**src/rtl/mem_port_arbiter_if.sv**
```systemverilog
// Memory port bundle: fetch side, data side and the single-port memory.
// slave = arbiter view, master = pipeline/memory view.
interface mem_port_arbiter_if #(
  parameter int ADDR_W = 32,
  parameter int DATA_W = 32
);
  logic                if_req_i;
  logic [ADDR_W-1:0]   if_addr_i;
  logic                if_gnt_o;
  logic                if_rvalid_o;
  logic [DATA_W-1:0]   if_rdata_o;

  logic                d_req_i;
  logic                d_we_i;
  logic [ADDR_W-1:0]   d_addr_i;
  logic [DATA_W-1:0]   d_wdata_i;
  logic [DATA_W/8-1:0] d_be_i;
  logic                d_gnt_o;
  logic                d_rvalid_o;
  logic [DATA_W-1:0]   d_rdata_o;

  logic                mem_en_o;
  logic                mem_we_o;
  logic [ADDR_W-1:0]   mem_addr_o;
  logic [DATA_W-1:0]   mem_wdata_o;
  logic [DATA_W/8-1:0] mem_be_o;
  logic [DATA_W-1:0]   mem_rdata_i;
  logic                busy_o;

  modport slave (
    input  if_req_i, if_addr_i,
    input  d_req_i, d_we_i, d_addr_i,
    input  d_wdata_i, d_be_i,
    input  mem_rdata_i,
    output if_gnt_o, if_rvalid_o, if_rdata_o,
    output d_gnt_o, d_rvalid_o, d_rdata_o,
    output mem_en_o, mem_we_o, mem_addr_o,
    output mem_wdata_o, mem_be_o, busy_o
  );

  modport master (
    output if_req_i, if_addr_i,
    output d_req_i, d_we_i, d_addr_i,
    output d_wdata_i, d_be_i,
    output mem_rdata_i,
    input  if_gnt_o, if_rvalid_o, if_rdata_o,
    input  d_gnt_o, d_rvalid_o, d_rdata_o,
    input  mem_en_o, mem_we_o, mem_addr_o,
    input  mem_wdata_o, mem_be_o, busy_o
  );
endinterface

```
**src/rtl/mem_port_arbiter.sv**
```systemverilog
// Single-port memory arbiter between fetch and load/store.
// Data side wins by default; a streak counter lets fetch through.
module mem_port_arbiter #(
  parameter int ADDR_W       = 32,
  parameter int DATA_W       = 32,
  parameter int MEM_LATENCY  = 1,
  parameter int STARVE_LIMIT = 4
) (
  input  logic clk,
  input  logic rst,
  mem_port_arbiter_if.slave bus
);
  localparam int CNT_W = (MEM_LATENCY > 1) ?
                         $clog2(MEM_LATENCY) : 1;
  localparam int SW    = $clog2(STARVE_LIMIT + 1);

  typedef enum logic {IDLE, WAIT} state_t;

  state_t           r_state;
  state_t           w_state_nxt;
  logic [CNT_W-1:0] r_lat_cnt;
  logic [CNT_W-1:0] w_lat_nxt;
  logic             r_own_d;
  logic             w_own_d_nxt;
  logic             r_own_we;
  logic             w_own_we_nxt;
  logic [SW-1:0]    r_starve;
  logic [SW-1:0]    w_starve_nxt;

  logic w_resp;
  logic w_window;
  logic w_force_if;
  logic w_gnt_d;
  logic w_gnt_if;

  // Response cycle doubles as the next issue slot.
  assign w_resp     = !rst && (r_state == WAIT)
                      && (r_lat_cnt == '0);
  assign w_window   = !rst && ((r_state == IDLE) || w_resp);
  assign w_force_if = bus.if_req_i
                      && (r_starve == SW'(STARVE_LIMIT));
  assign w_gnt_d    = w_window && bus.d_req_i && !w_force_if;
  assign w_gnt_if   = w_window && bus.if_req_i && !w_gnt_d;

  always_comb begin
    w_state_nxt      = r_state;
    w_lat_nxt        = r_lat_cnt;
    w_own_d_nxt      = r_own_d;
    w_own_we_nxt     = r_own_we;
    w_starve_nxt     = r_starve;
    bus.if_gnt_o     = 1'b0;
    bus.if_rvalid_o  = 1'b0;
    bus.if_rdata_o   = '0;
    bus.d_gnt_o      = 1'b0;
    bus.d_rvalid_o   = 1'b0;
    bus.d_rdata_o    = '0;
    bus.mem_en_o     = 1'b0;
    bus.mem_we_o     = 1'b0;
    bus.mem_addr_o   = '0;
    bus.mem_wdata_o  = '0;
    bus.mem_be_o     = '0;
    bus.busy_o       = !rst && (r_state == WAIT);

    if (r_state == WAIT && r_lat_cnt != '0)
      w_lat_nxt = r_lat_cnt - CNT_W'(1);

    if (w_resp) begin
      w_state_nxt = IDLE;
      if (r_own_d) begin
        bus.d_rvalid_o = 1'b1;
        bus.d_rdata_o  = r_own_we ? '0 : bus.mem_rdata_i;
      end else begin
        bus.if_rvalid_o = 1'b1;
        bus.if_rdata_o  = bus.mem_rdata_i;
      end
    end

    unique case (1'b1)
      w_gnt_d: begin
        bus.d_gnt_o     = 1'b1;
        bus.mem_en_o    = 1'b1;
        bus.mem_we_o    = bus.d_we_i;
        bus.mem_addr_o  = bus.d_addr_i;
        bus.mem_wdata_o = bus.d_wdata_i;
        bus.mem_be_o    = bus.d_be_i;
        w_state_nxt     = WAIT;
        w_lat_nxt       = CNT_W'(MEM_LATENCY - 1);
        w_own_d_nxt     = 1'b1;
        w_own_we_nxt    = bus.d_we_i;
        if (!bus.if_req_i)
          w_starve_nxt = '0;
        else if (r_starve != SW'(STARVE_LIMIT))
          w_starve_nxt = r_starve + SW'(1);
      end
      w_gnt_if: begin
        bus.if_gnt_o   = 1'b1;
        bus.mem_en_o   = 1'b1;
        bus.mem_addr_o = bus.if_addr_i;
        bus.mem_be_o   = '1;
        w_state_nxt    = WAIT;
        w_lat_nxt      = CNT_W'(MEM_LATENCY - 1);
        w_own_d_nxt    = 1'b0;
        w_own_we_nxt   = 1'b0;
        w_starve_nxt   = '0;
      end
      default: ;
    endcase
  end

  always_ff @(posedge clk) begin
    if (rst) begin
      r_state   <= IDLE;
      r_lat_cnt <= '0;
      r_own_d   <= 1'b0;
      r_own_we  <= 1'b0;
      r_starve  <= '0;
    end else begin
      r_state   <= w_state_nxt;
      r_lat_cnt <= w_lat_nxt;
      r_own_d   <= w_own_d_nxt;
      r_own_we  <= w_own_we_nxt;
      r_starve  <= w_starve_nxt;
    end
  end
endmodule
```
**src/flat_wrapper.sv**
```systemverilog
// flat-port wrapper written by rule: the top's interface ports become plain ports
module mem_port_arbiter_flat 
#(
  parameter int ADDR_W       = 32,
  parameter int DATA_W       = 32,
  parameter int MEM_LATENCY  = 1,
  parameter int STARVE_LIMIT = 4
)
  (clk, rst, bus_if_req_i, bus_if_addr_i, bus_d_req_i, bus_d_we_i, bus_d_addr_i, bus_d_wdata_i, bus_d_be_i, bus_mem_rdata_i, bus_if_gnt_o, bus_if_rvalid_o, bus_if_rdata_o, bus_d_gnt_o, bus_d_rvalid_o, bus_d_rdata_o, bus_mem_en_o, bus_mem_we_o, bus_mem_addr_o, bus_mem_wdata_o, bus_mem_be_o, bus_busy_o);
  mem_port_arbiter_if #(.ADDR_W(ADDR_W), .DATA_W(DATA_W)) bus_i ();
  input  logic clk;
  input  logic rst;
  input wire logic [$bits(bus_i.if_req_i)-1:0] bus_if_req_i;
  input wire logic [$bits(bus_i.if_addr_i)-1:0] bus_if_addr_i;
  input wire logic [$bits(bus_i.d_req_i)-1:0] bus_d_req_i;
  input wire logic [$bits(bus_i.d_we_i)-1:0] bus_d_we_i;
  input wire logic [$bits(bus_i.d_addr_i)-1:0] bus_d_addr_i;
  input wire logic [$bits(bus_i.d_wdata_i)-1:0] bus_d_wdata_i;
  input wire logic [$bits(bus_i.d_be_i)-1:0] bus_d_be_i;
  input wire logic [$bits(bus_i.mem_rdata_i)-1:0] bus_mem_rdata_i;
  output wire logic [$bits(bus_i.if_gnt_o)-1:0] bus_if_gnt_o;
  output wire logic [$bits(bus_i.if_rvalid_o)-1:0] bus_if_rvalid_o;
  output wire logic [$bits(bus_i.if_rdata_o)-1:0] bus_if_rdata_o;
  output wire logic [$bits(bus_i.d_gnt_o)-1:0] bus_d_gnt_o;
  output wire logic [$bits(bus_i.d_rvalid_o)-1:0] bus_d_rvalid_o;
  output wire logic [$bits(bus_i.d_rdata_o)-1:0] bus_d_rdata_o;
  output wire logic [$bits(bus_i.mem_en_o)-1:0] bus_mem_en_o;
  output wire logic [$bits(bus_i.mem_we_o)-1:0] bus_mem_we_o;
  output wire logic [$bits(bus_i.mem_addr_o)-1:0] bus_mem_addr_o;
  output wire logic [$bits(bus_i.mem_wdata_o)-1:0] bus_mem_wdata_o;
  output wire logic [$bits(bus_i.mem_be_o)-1:0] bus_mem_be_o;
  output wire logic [$bits(bus_i.busy_o)-1:0] bus_busy_o;
  assign bus_i.if_req_i = bus_if_req_i;
  assign bus_i.if_addr_i = bus_if_addr_i;
  assign bus_i.d_req_i = bus_d_req_i;
  assign bus_i.d_we_i = bus_d_we_i;
  assign bus_i.d_addr_i = bus_d_addr_i;
  assign bus_i.d_wdata_i = bus_d_wdata_i;
  assign bus_i.d_be_i = bus_d_be_i;
  assign bus_i.mem_rdata_i = bus_mem_rdata_i;
  assign bus_if_gnt_o = bus_i.if_gnt_o;
  assign bus_if_rvalid_o = bus_i.if_rvalid_o;
  assign bus_if_rdata_o = bus_i.if_rdata_o;
  assign bus_d_gnt_o = bus_i.d_gnt_o;
  assign bus_d_rvalid_o = bus_i.d_rvalid_o;
  assign bus_d_rdata_o = bus_i.d_rdata_o;
  assign bus_mem_en_o = bus_i.mem_en_o;
  assign bus_mem_we_o = bus_i.mem_we_o;
  assign bus_mem_addr_o = bus_i.mem_addr_o;
  assign bus_mem_wdata_o = bus_i.mem_wdata_o;
  assign bus_mem_be_o = bus_i.mem_be_o;
  assign bus_busy_o = bus_i.busy_o;
  mem_port_arbiter #(.ADDR_W(ADDR_W), .DATA_W(DATA_W), .MEM_LATENCY(MEM_LATENCY), .STARVE_LIMIT(STARVE_LIMIT)) u_core (.clk(clk), .rst(rst), .bus(bus_i));
endmodule
```
**config.mk**
```make
export PLATFORM = sky130hd
export DESIGN_NAME = mem_port_arbiter_flat
export DESIGN_NICKNAME = d
export VERILOG_FILES = /design/src/rtl/mem_port_arbiter_if.sv /design/src/rtl/mem_port_arbiter.sv /design/src/flat_wrapper.sv
export SDC_FILE = /design/constraint.sdc
export NUM_CORES = 1
export LEC_CHECK = 0
export CAP_MARGIN = 40
export CORE_AREA = 2 2 106 108
export CTS_CLUSTER_DIAMETER = 60
export CTS_CLUSTER_SIZE = 25
export DETAILED_ROUTE_END_ITERATION = 16
export DIE_AREA = 0 0 108 110
export GPL_TIMING_DRIVEN = 0
export MAX_ROUTING_LAYER = met4
export PLACE_DENSITY = 0.68
export SYNTH_ARGS = -nofsm -noshare
export SYNTH_HDL_FRONTEND = slang
export SYNTH_SLANG_ARGS = --single-unit
```
**constraint.sdc**
```tcl
create_clock -name clk -period 2.55 [get_ports clk]
set_clock_uncertainty 0.1 [all_clocks]
set_input_delay 0.765 -clock clk [delete_from_list [all_inputs] [get_ports clk]]
set_output_delay 0.765 -clock clk [all_outputs]
set_load 0.05 [all_outputs]
```
# After elaboration in Yosys (flattened, before gate mapping)
# Index checks and enable logic that the tools add are counted.
# classes
muxes,23
reduce_logical,18
addsub,2
eq_ne,3
bitwise_logic,2
# ops
operator,count
$mux 32,6
$pmux 32 s2,1
$mux 1,10
$logic_and 1x1->1,9
$pmux 4 s2,1
$mux 3,2
$ne 3x3->1 const B,2
$pmux 3 s2,1
$pmux 1 s2,2
$reduce_bool 2->1,2
$add 3x1->3 const B,1
$eq 3x3->1 const B,1
$logic_not 1->1,3
$reduce_or 3->1,1
$not 1->1,2
$reduce_and 2->1,1
$reduce_or 2->1,1
$logic_or 1x1->1,1
$sub 1x1->1 const B,1
# word_totals
elab_cells,53
out_inout_bits,139
in_bits,137
ff_bits,7

# Depth between registers and ports, before layout
# Gate-level depths: netlist of run 1.
# logic_depth
ltp_word,11
ltp_mapped,7

# Least setup slack after synthesis of run 1
# OpenSTA, ideal clock, no wires.
# synth_timing
kind,input -> output
from,input port rst
to,output port bus_if_rdata_o[22]
required_ns,1.685
cell_stages,5
arrival_ns,2.556
path_slack_ns,-0.871
path_cell_list,buf_2 > and2b_1 > nor3b_2 > buf_2 > and2_1
# synth_via
elab_chain_cells,4
# synth_rtl
item,line,text
"start, declared",flat_wrapper.sv:12,input logic rst;
$logic_not 1->1,--,
$logic_and 1x1->1,--,
via bus_busy_o,flat_wrapper.sv:32,output wire logic [$bits(bus_i.busy_o)-1:0] bus_busy_o;
$logic_and 1x1->1,mem_port_arbiter.sv:38,&& (r_lat_cnt == '0);
$mux 32,mem_port_arbiter.sv:67,if (w_resp) begin
"end, declared",flat_wrapper.sv:23,output wire logic [$bits(bus_i.if_rdata_o)-1:0] bus_if_rdata_o;
# The timed path passes the listed nets, and every way through them passes these cells.

# Worst setup path in the final report of run 1
# layout_timing
from,input port rst
to,output port bus_if_rdata_o[13]
# layout_via
elab_chain_cells,4
# layout_rtl
item,line,text
$logic_not 1->1,mem_port_arbiter.sv:37,assign w_resp = !rst && (r_state == WAIT)
$logic_and 1x1->1,mem_port_arbiter.sv:37,
$logic_and 1x1->1,mem_port_arbiter.sv:38,
$mux 32,mem_port_arbiter.sv:67,
# No other way between the ends.

==> impl_metrics.ini, run 1 <==
[sta]
period_needed_ps = 2786
whs_ps = 400.6
fin_ws_ps = -236.3
tightestPinTransition_ps = 470.9
post-route-period-util_pct = 109.3
rsz0062_at_grt = yes
slew_viol_final = 0
timing.setup.tns_ps = -22940
achievable-frequency_mhz = 358.9
hold_viol = 0
setup_viol = 135
max_slew_margin_pct = 68.56

[synth]
syn_area_um2 = 1699
yosysSeqAreaShare_pct = 8.247
syn_avg_cell_area_um2 = 6.134
synth_cells = 277
post_synth_num_cell_types = 31
ys_seq_elements = 7
synth_fp_nets = 416
ys_warn_count = 0

[cells_and_area]
area_delta_synth_final_pct = 321.8
final_util_pct = 66.99
instances_no_fill = 733
regArea_um2 = 142.6
mostFrequentLayoutCell = clkdlybuf4s50_1
layout-drive-gt1-share_pct = 68.97
diodes = 0
layout_common_cells = clkdlybuf4s50_1, buf_8, and2_4
fin_nets = 733
multi_input_area_um2 = 2546
nFillCells = 807

[detailed_routing]
dr.pass1.iters = 4
drc = 0
postRouteAntennaNets = 0
wl_per_cell_um = 17.17
first_iter_violations = 97
vias = 3324
wl_mm = 12.58
viasPerCell = 4.535

[setup_path]
endpoint_kind = output pin
cp-start-kind = input pin
r2r_start = u_core.r_lat_cnt$_SDFFE_PP0P_
critPathMaxFanout = 10
path_class = input pin to output pin
arrival_ps = 1920
crit_start = rst
required_ps = 1690

[pwr]
powerDensity_nw_per_um2 = 216.2
ir_worst_vdd_mv = 0.1176
p_leak_nw = 2.883
internal_power_mw = 0.8578
pwr-share-comb_pct = 81.3
power_switching_mw = 0.6918
power.share.clock_pct = 10.9
p_sw_share_pct = 44.64
p_seq_share_pct = 7.8

[cts]
cts_root_buffer = clkbuf_8
cts_made_buffers = 3
cts_sinks = 7
clockBufferDepth = 2
clk_latency_ps = 240
cts_hold_buf = 0
path_clk_slew_ps = 40
tritoncts = done
htreeDepth = 1

[placement]
place.detailed.hpwl_mm = 8.908
place_ws_ps = -1368
gp_congestion = 0.7419
numPortBuffers = 274
post-place-cells = 691

[global_route]
track_usage_pct = 20.52
grt_pass1_wl_mm = 18.70
first_global_vias = 3522
grt_overflow_total = 0
grt_max_degree = 11
antenna_found_initial = 0

[floorplanning]
boundaryPins = 276
core_area_um2 = 10700
num_rows = 38
die_area_um2 = 11880
die_h_um = 110
die_x_um = 108
start_util_pct = 15.88

[hold_path]
min_from = u_core.r_starve[1]$_SDFFE_PP0P_
hp-class = register to register

[outcome]
status = finished with violations
violations = setup timing

[run]
maxCapViolCount = 0
[critical path, cell delays in order]
cell and delay (ps):
buf_12 110, and2b_4 240, nor3b_4 220, buf_6 160
buf_8 130, and2_4 160, buf_8 140
[sequential cells by signal (all words and copies together) (netlist names)]
register and flops:
u_core.r_starve 3, u_core.r_own_we 1, u_core.r_state 1, u_core.r_lat_cnt 1, u_core.r_own_d 1
[cell type report]
type	instances	area share (%)
clock buffers	4	0.6285
flip-flops and latches	7	1.990
multi-input cells	239	35.53
repair buffers	313	52.90
inverters	2	0.1047
plain buffers	28	6.407
well taps	140	2.444
[layer usage]
metal	track usage (%)	vias to the layer above	routed length, um
li1	-	1583	-
met1	19.94	1558	4247
met2	41.60	165	7194
met3	3.762	18	911
met4	5.128	0	229
met5	-	-	0
[cell families (layout without fill, tap and decap cells)]
group | after synthesis | in the layout | share of synthesized area (%)
DFF | 7 | 7 | 8.247
adders and majority gates | 2 | 2 | 1.473
and+or+nand+nor | 187 | 188 | 65.02
buffers and inverters | 32 | 347 | 9.720
AOI/OAI and AO/OA | 49 | 49 | 15.54
[synth_stat cells]
master | instances | area share [%]
and2_1 | 98 | 36
nand3_1 | 66 | 19
a21oi_1 | 40 | 12
buf_2 | 15 | 4.4
clkbuf_1 | 8 | 1.8
dfxtp_1 | 7 | 8.2
nand2_1 | 6 | 1.3
buf_6 | 3 | 2.0
clkbuf_2 | 3 | 0.88
nand4_1 | 3 | 1.1
o21ai_0 | 3 | 0.88
and3_1 | 2 | 0.74
ha_1 | 2 | 1.5
inv_1 | 2 | 0.44
nor2_1 | 2 | 0.44
nor3b_1 | 2 | 0.88
a21bo_2 | 1 | 0.59
a21boi_0 | 1 | 0.44
a21o_1 | 1 | 0.44
a21oi_2 | 1 | 0.52
a31oi_1 | 1 | 0.37
and2b_1 | 1 | 0.44
buf_1 | 1 | 0.22
nand2b_1 | 1 | 0.37
nand2b_4 | 1 | 0.81
nor2b_1 | 1 | 0.37
nor3b_2 | 1 | 0.74
nor4b_1 | 1 | 0.52
nor4b_4 | 1 | 1.4
o2bb2ai_1 | 1 | 0.52
or2_1 | 1 | 0.37
[metrics by stage]
stage | cell area, um2 | power, mW
2_1_floorplan | 2399 | 0.6867
3_3_place_gp | 5316 | 1.089
3_5_place_dp | 5316 | 1.100
4_1_cts | 7092 | 1.532
5_1_grt | 7167 | 1.610
6_report | 7167 | 1.550
[power groups by stage]
| stage | combinational [mW] | clock, mW | sequential [mW] |
|---|---|---|---|
| 2_1_floorplan | 0.566 | 0 | 0.121 |
| 3_3_place_gp | 0.967 | 0 | 0.122 |
| 3_5_place_dp | 0.978 | 0 | 0.122 |
| 4_1_cts | 1.24 | 0.167 | 0.121 |
| 5_1_grt | 1.31 | 0.179 | 0.122 |
| 6_report | 1.26 | 0.168 | 0.121 |
[worst paths after layout]
path / slack [ps] / to / depth (start not counted)
setup / recovery: -240 / bus_if_rdata_o[13] / 7
hold / removal: 400 / u_core.r_starve[1]$_SDFFE_PP0P_ / 2
setup reg to reg: 750 / u_core.r_own_d$_SDFFE_PP0P_ / 7
hold reg to reg: 400 / u_core.r_starve[1]$_SDFFE_PP0P_ / 2
[repair_timing]
item | 4_1_cts | 5_1_grt
setup endpoints to repair | 139 | 137
buffers inserted | 22 | 9
resized for setup | 1269 | 29
gates cloned | 12 | 0
pin swaps | 66 | 13
hold endpoints to repair | 0 | 0
Note: power is estimated with default switching activity, not from simulation.
==> run 2: changes to the inputs <==
CAP_MARGIN = 20   (was 40)
==> results of run 2 <==
Same layout as run 1: the final DEF is identical, and so are final timing and power.
